--- config.mk ---
export PLATFORM = sky130hd
export DESIGN_NAME = noc_axi4_bridge_write
export DESIGN_NICKNAME = d
export VERILOG_FILES = /design/src/rtl/noc_axi4_bridge_write.sv
export SDC_FILE = /design/constraint.sdc
export NUM_CORES = 1
export LEC_CHECK = 0
export ABC_AREA = 0
export CAP_MARGIN = 20
export CORE_AREA = 4 4 493 495
export CTS_BUF_LIST = sky130_fd_sc_hd__clkbuf_8
export CTS_CLUSTER_DIAMETER = 200
export DETAILED_ROUTE_END_ITERATION = 16
export DIE_AREA = 0 0 497 499
export PLACE_DENSITY = 0.33
export SLEW_MARGIN = 20
export SYNTH_ARGS = -nofsm -noshare
export SYNTH_HDL_FRONTEND = slang
export SYNTH_SLANG_ARGS = --single-unit
--- constraint.sdc ---
create_clock -name clk -period 4.69 [get_ports clk]
set_input_delay 0.938 -clock clk [delete_from_list [all_inputs] [get_ports clk]]
set_output_delay 0.938 -clock clk [all_outputs]
set_load 0.02 [all_outputs]
--- src/rtl/noc_axi4_bridge_write.sv ---
// ============================================================================
// Module   : noc_axi4_bridge_write
// Brief    : Write-side NoC-to-AXI4 bridge, one outstanding burst at a time.
// Revision : 1.0
// ============================================================================
`default_nettype none

`ifndef AXI4_DATA_WIDTH
`define AXI4_DATA_WIDTH 512
`endif
`ifndef AXI4_ADDR_WIDTH
`define AXI4_ADDR_WIDTH 64
`endif
`ifndef AXI4_ID_WIDTH
`define AXI4_ID_WIDTH 4
`endif
`ifndef AXI4_USER_WIDTH
`define AXI4_USER_WIDTH 1
`endif
`ifndef MSG_DATA_SIZE_WIDTH
`define MSG_DATA_SIZE_WIDTH 3
`endif

module noc_axi4_bridge_write #(
    parameter int AXI4_DAT_WIDTH_USED = `AXI4_DATA_WIDTH
) (
    input  logic                                 clk,
    input  logic                                 rst_n,
    input  logic                                 req_val,
    input  logic [`AXI4_ADDR_WIDTH-1:0]          req_addr,
    input  logic [`MSG_DATA_SIZE_WIDTH-1:0]      req_size_log,
    input  logic [`AXI4_ID_WIDTH-1:0]            req_id,
    input  logic [`AXI4_DATA_WIDTH-1:0]          req_data,
    output logic                                 req_rdy,
    output logic                                 resp_val,
    output logic [`AXI4_ID_WIDTH-1:0]            resp_id,
    output logic                                 resp_err,
    input  logic                                 resp_rdy,
    output logic [`AXI4_ID_WIDTH-1:0]            m_axi_awid,
    output logic [`AXI4_ADDR_WIDTH-1:0]          m_axi_awaddr,
    output logic [7:0]                           m_axi_awlen,
    output logic [2:0]                           m_axi_awsize,
    output logic [1:0]                           m_axi_awburst,
    output logic                                 m_axi_awlock,
    output logic [3:0]                           m_axi_awcache,
    output logic [2:0]                           m_axi_awprot,
    output logic [3:0]                           m_axi_awqos,
    output logic [3:0]                           m_axi_awregion,
    output logic [`AXI4_USER_WIDTH-1:0]          m_axi_awuser,
    output logic                                 m_axi_awvalid,
    input  logic                                 m_axi_awready,
    output logic [AXI4_DAT_WIDTH_USED-1:0]       m_axi_wdata,
    output logic [AXI4_DAT_WIDTH_USED/8-1:0]     m_axi_wstrb,
    output logic                                 m_axi_wlast,
    output logic [`AXI4_USER_WIDTH-1:0]          m_axi_wuser,
    output logic                                 m_axi_wvalid,
    input  logic                                 m_axi_wready,
    input  logic [`AXI4_ID_WIDTH-1:0]            m_axi_bid,
    input  logic [1:0]                           m_axi_bresp,
    input  logic                                 m_axi_bvalid,
    output logic                                 m_axi_bready
);

    localparam int W    = AXI4_DAT_WIDTH_USED;
    localparam int SB   = W / 8;
    localparam int LB   = $clog2(SB);
    localparam int MAXB = `AXI4_DATA_WIDTH / W;
    localparam int SW   = (MAXB > 1) ? $clog2(MAXB) : 1;

    typedef enum logic [1:0] {
        S_IDLE   = 2'd0,
        S_BUSY   = 2'd1,
        S_WAIT_B = 2'd2,
        S_RESP   = 2'd3
    } state_t;

    state_t                              state_q;
    logic [`AXI4_ADDR_WIDTH-1:0]         addr_q;
    logic [`MSG_DATA_SIZE_WIDTH-1:0]     size_q;
    logic [`AXI4_ID_WIDTH-1:0]           id_q;
    logic [`AXI4_DATA_WIDTH-1:0]         data_q;
    logic [7:0]                          beat_q;
    logic                                aw_done_q;
    logic                                w_done_q;
    logic                                req_rdy_q;
    logic                                awvalid_q;
    logic                                wvalid_q;
    logic                                bready_q;
    logic                                resp_val_q;
    logic                                resp_err_q;

    logic signed [4:0]                   w_bl;
    logic                                w_full;
    logic [7:0]                          w_awlen;
    logic [2:0]                          w_awsize;
    logic [SB-1:0]                       w_strb;
    logic                                w_last;
    logic [W-1:0]                        w_lanes [MAXB];
    logic                                w_unused;

    // Burst shape from the captured size: full-width beats when the request
    // is at least one bus word, otherwise a single narrow transfer.
    assign w_bl     = 5'(size_q) - 5'(LB);
    assign w_full   = ~w_bl[4];
    assign w_awlen  = w_full ? ((8'd1 << w_bl[2:0]) - 8'd1) : 8'd0;
    assign w_awsize = w_full ? 3'(LB) : size_q[2:0];
    assign w_last   = wvalid_q && (beat_q == w_awlen);

    for (genvar g = 0; g < MAXB; g++) begin : g_lane
        assign w_lanes[g] = data_q[g*W +: W];
    end

    // Beat slice wraps within the 64-byte line starting at the address lane.
    if (MAXB > 1) begin : g_multi
        logic [SW-1:0] w_slice;
        assign w_slice     = addr_q[5:LB] + beat_q[SW-1:0];
        assign m_axi_wdata = w_lanes[w_slice];
    end else begin : g_single
        assign m_axi_wdata = w_lanes[0];
    end

    if (LB > 0) begin : g_narrow
        logic [LB-1:0] w_off;
        assign w_off = addr_q[LB-1:0];
        always_comb begin
            w_strb = '1;
            if (!w_full) begin
                for (int i = 0; i < SB; i++) begin
                    w_strb[i] = (i >= int'(w_off)) && (i < int'(w_off) + (1 << size_q));
                end
            end
        end
    end else begin : g_wide
        assign w_strb = '1;
    end

    always_ff @(posedge clk or negedge rst_n) begin
        if (!rst_n) begin
            state_q    <= S_IDLE;
            addr_q     <= '0;
            size_q     <= '0;
            id_q       <= '0;
            data_q     <= '0;
            beat_q     <= '0;
            aw_done_q  <= 1'b0;
            w_done_q   <= 1'b0;
            req_rdy_q  <= 1'b1;
            awvalid_q  <= 1'b0;
            wvalid_q   <= 1'b0;
            bready_q   <= 1'b0;
            resp_val_q <= 1'b0;
            resp_err_q <= 1'b0;
        end else begin
            case (state_q)
                S_IDLE: begin
                    if (req_val) begin
                        addr_q    <= req_addr;
                        size_q    <= req_size_log;
                        id_q      <= req_id;
                        data_q    <= req_data;
                        beat_q    <= '0;
                        aw_done_q <= 1'b0;
                        w_done_q  <= 1'b0;
                        req_rdy_q <= 1'b0;
                        awvalid_q <= 1'b1;
                        wvalid_q  <= 1'b1;
                        state_q   <= S_BUSY;
                    end
                end
                S_BUSY: begin
                    if (awvalid_q && m_axi_awready) begin
                        awvalid_q <= 1'b0;
                        aw_done_q <= 1'b1;
                    end
                    if (wvalid_q && m_axi_wready) begin
                        beat_q <= beat_q + 8'd1;
                        if (w_last) begin
                            wvalid_q <= 1'b0;
                            w_done_q <= 1'b1;
                        end
                    end
                    if (aw_done_q && w_done_q) begin
                        bready_q <= 1'b1;
                        state_q  <= S_WAIT_B;
                    end
                end
                S_WAIT_B: begin
                    if (m_axi_bvalid) begin
                        bready_q   <= 1'b0;
                        resp_err_q <= m_axi_bresp[1];
                        resp_val_q <= 1'b1;
                        state_q    <= S_RESP;
                    end
                end
                S_RESP: begin
                    if (resp_rdy) begin
                        resp_val_q <= 1'b0;
                        req_rdy_q  <= 1'b1;
                        state_q    <= S_IDLE;
                    end
                end
                default: state_q <= S_IDLE;
            endcase
        end
    end

    assign req_rdy        = req_rdy_q;
    assign resp_val       = resp_val_q;
    assign resp_id        = id_q;
    assign resp_err       = resp_err_q;
    assign m_axi_awid     = id_q;
    assign m_axi_awaddr   = addr_q;
    assign m_axi_awlen    = w_awlen;
    assign m_axi_awsize   = w_awsize;
    assign m_axi_awburst  = 2'b01;
    assign m_axi_awlock   = 1'b0;
    assign m_axi_awcache  = 4'b0011;
    assign m_axi_awprot   = 3'b000;
    assign m_axi_awqos    = 4'b0000;
    assign m_axi_awregion = 4'b0000;
    assign m_axi_awuser   = '0;
    assign m_axi_awvalid  = awvalid_q;
    assign m_axi_wstrb    = w_strb;
    assign m_axi_wlast    = w_last;
    assign m_axi_wuser    = '0;
    assign m_axi_wvalid   = wvalid_q;
    assign m_axi_bready   = bready_q;

    // Single outstanding write: B ordering is implicit, so bid carries nothing.
    assign w_unused = ^{m_axi_bid, m_axi_bresp[0]};

endmodule

`default_nettype wire
==> results.toml <==
[floorplan]
die-width_um = 497
die_y_um = 499
rows = 179
die-area_mm2 = 0.248
core_mm2 = 0.238
io_pins = 1282
initial_core_util = 0.105

[clock_network]
worst_setup_hold_path_clk_slew_ns = 0.06
tritoncts = "done"
clk-insertion-delay-late_ns = 0.89
cts_buffers = 135
clock_path_buffers = 3
htree_levels = 4
postCtsHoldBufs = 0
root_buffer = "clkbuf_8"
clock-sinks = 601

[final_layout]
nets = 4927
stdcell_count = 7605
area_delta_synth_final_pct = 82.2
fin_util = 0.192
fillerInstances = 26700
drive_gt1_frac = 0.114
design_area_mm2 = 0.0456

[global_route]
antenna_found_initial = 184
grt_pass1_wl_mm = 252
grt_pass1_vias = 27000
grt_use_total = 0.148
overflow = 0
grt_max_degree = 115

[timing]
fmax_mhz = 215
setup_violations = 0
slew_headroom = 0.392
skew_ns = 0.0300
tightest_slew_ns = 0.911
period_needed_ns = 4.65
rsz0062_at_grt = "yes"
finalMaxSlewViolations = 0
period_share = 0.992
finalHoldViolCount = 0
fin_ws_ns = 0.0353
holdWs_ns = 0.123
finalSetupTns_ns = 0

[drt]
dr.pass1.iters = 5
drt_wl_total_mm = 189
vias_per_cell = 3.47
remaining_drc_errors = 0
antenna_left = 0
route.vias.total = 26400
drtIter0Drc = 1503
wl_per_cell_um = 24.8

[status]
status = "completed"

[critical_path]
crit_buf_inv = 4
rrSetupSlack_ns = 1.87
crit_family = "simple AND/OR/NAND/NOR gates"
endpoint_kind = "primary output"
r2r_end = "w_done_q"
path_depth = 12
slowest_stage = "dfrtp_2"
cp_cell_sequence = "buf_6 -> nor3_4 -> ha_4 -> fa_2 -> and3_4 -> o21a_4 -> buf_12 -> nor4_4 -> buf_6 -> and3_4 -> a221o_1 -> buf_12"
setup.worst_path.start_class = "flop"
ff2ff_path_depth = 12
r2r-start = "size_q[1]"
critPathMaxStageDelay_ns = 0.44
cp_max_fo = 5
required_ns = 3.75
worstPathArrival_ns = 3.72
critPathKind = "reg2out"

[synthesis]
ys.flop_type = "dfrtp_1"
ys_top_cells_by_count = "nand2_1 (1774), dfrtp_1 (600), clkbuf_1 (143)"
ys_top_cells_by_area = "dfrtp_1 (60%), nand2_1 (27%), clkbuf_1 (2.1%)"
synth_edf_count = 0
synth.distinct_cells = 57
ys.warnings.count = 0
synth_area_leader_cell = "dfrtp_1"
synth_area_mm2 = 0.0250
synth_top_area_frac = 0.600
syn_area_per_cell_um2 = 8.41
ys_async_sr_fraction = 1.00
synth_most_common_cell = "nand2_1"
synthCells = 2974
ys_seq_area_frac = 0.601
ys_ff_latch = 601

[power_and_ir_drop]
cellPowerDensity_mw_per_mm2 = 828
switching_power_mw = 17.6
totalPowerFinal_mw = 37.7
clkPwrFrac = 0.170
swShare = 0.466
combPwrFrac = 0.588
pwr-share-seq = 0.242
vdd_ir_drop_max_uv = 441
leakage_nw = 21.0
p_int_mw = 20.1

[place]
dp_cells = 7287
place_area_mm2 = 0.0415
dpl_worst_slack_ns = -0.00365
gp_congestion = 0.868
io_buffers = 1255
dp.final_hpwl_mm = 151

[flow_run]
max-cap-violations = 0

[hold_path]
worstHoldPathType = "in2async"
## final cells by class
| cell class | instances | area, um^2 | area share |
|---|---|---|---|
| repair buffers | 1392 | 13900 | 0.305 |
| clock inverters | 61 | 480 | 0.0105 |
| diodes | 28 | 70.1 | 0.00154 |
| well taps | 3167 | 3960 | 0.0870 |
| flip-flops and latches | 601 | 15000 | 0.330 |
| clock buffers | 169 | 2330 | 0.0511 |
| inverters | 14 | 55.1 | 0.00121 |
| multi-input cells | 2173 | 9720 | 0.213 |
## power by group through the flow
stage               logic, mW  clock network, mW  registers, mW
floorplan                6.45                  0           11.8
global placement         21.1                  0           9.11
detailed placement       21.0                  0           9.17
CTS                      22.1               6.82           9.16
global route             23.7               7.00           9.44
finish                   22.2               6.42           9.12
## worst max path at each step
| stage | startpoint | end |
|---|---|---|
| CTS | size_q[1] | m_axi_wstrb[62] |
| global route | size_q[0] | m_axi_wstrb[62] |
| global placement | size_q[0] | m_axi_wstrb[37] |
| finish | size_q[0] | m_axi_wstrb[61] |
| detailed placement | size_q[0] | m_axi_wstrb[37] |
| floorplan | size_q[1] | m_axi_wstrb[28] |
## repair_timing
| action | 4_1_cts | 5_1_grt |
|---|---|---|
| gates resized for setup | 338 | 86 |
| endpoints found under the setup margin | 67 | 62 |
| pin swaps | 24 | 33 |
| gates cloned | 5 | 3 |
| setup buffers | 38 | 17 |
## flip-flops by register name, indices dropped and copies added, names as in the netlist, 2 cells and up
name / cells
beat_q: 8
m_axi_awaddr: 64
m_axi_awid: 4
m_axi_wdata: 512
size_q: 3
state_q: 2
## metal layers
layer / GRT usage / wire, um / vias up
li1: - / - / 12000
met1: 0.174 / 75800 / 12600
met2: 0.233 / 84200 / 1357
met3: 0.0855 / 23900 / 394
met4: 0.0305 / 4290 / 122
met5: 0 / 801 / -
## cells in the final DEF, fill, tap and decap left out, drive strengths merged, types with 17 or more instances in the layout
| cell type | instances |
|---|---|
| o21ai | 48 |
| dfrtp | 600 |
| nor3 | 17 |
| buf | 203 |
| a21oi | 52 |
| diode | 28 |
| nor2 | 59 |
| clkdlybuf4s50 | 1184 |
| a22oi | 17 |
| clkbuf | 171 |
| inv | 52 |
| conb | 21 |
| nand2 | 1774 |
## kinds of logic after synthesis
family / Yosys count / synth area share
flops: 601 / 0.601
buf+inv: 219 / 0.0372
simple gates: 1930 / 0.299
xor+xnor: 12 / 0.00420
other cells: 2 / 0.000300
fa+ha+maj: 14 / 0.00730
compound gates: 192 / 0.0494
mux: 4 / 0.00165
Note: power is estimated with default switching activity, not from simulation.
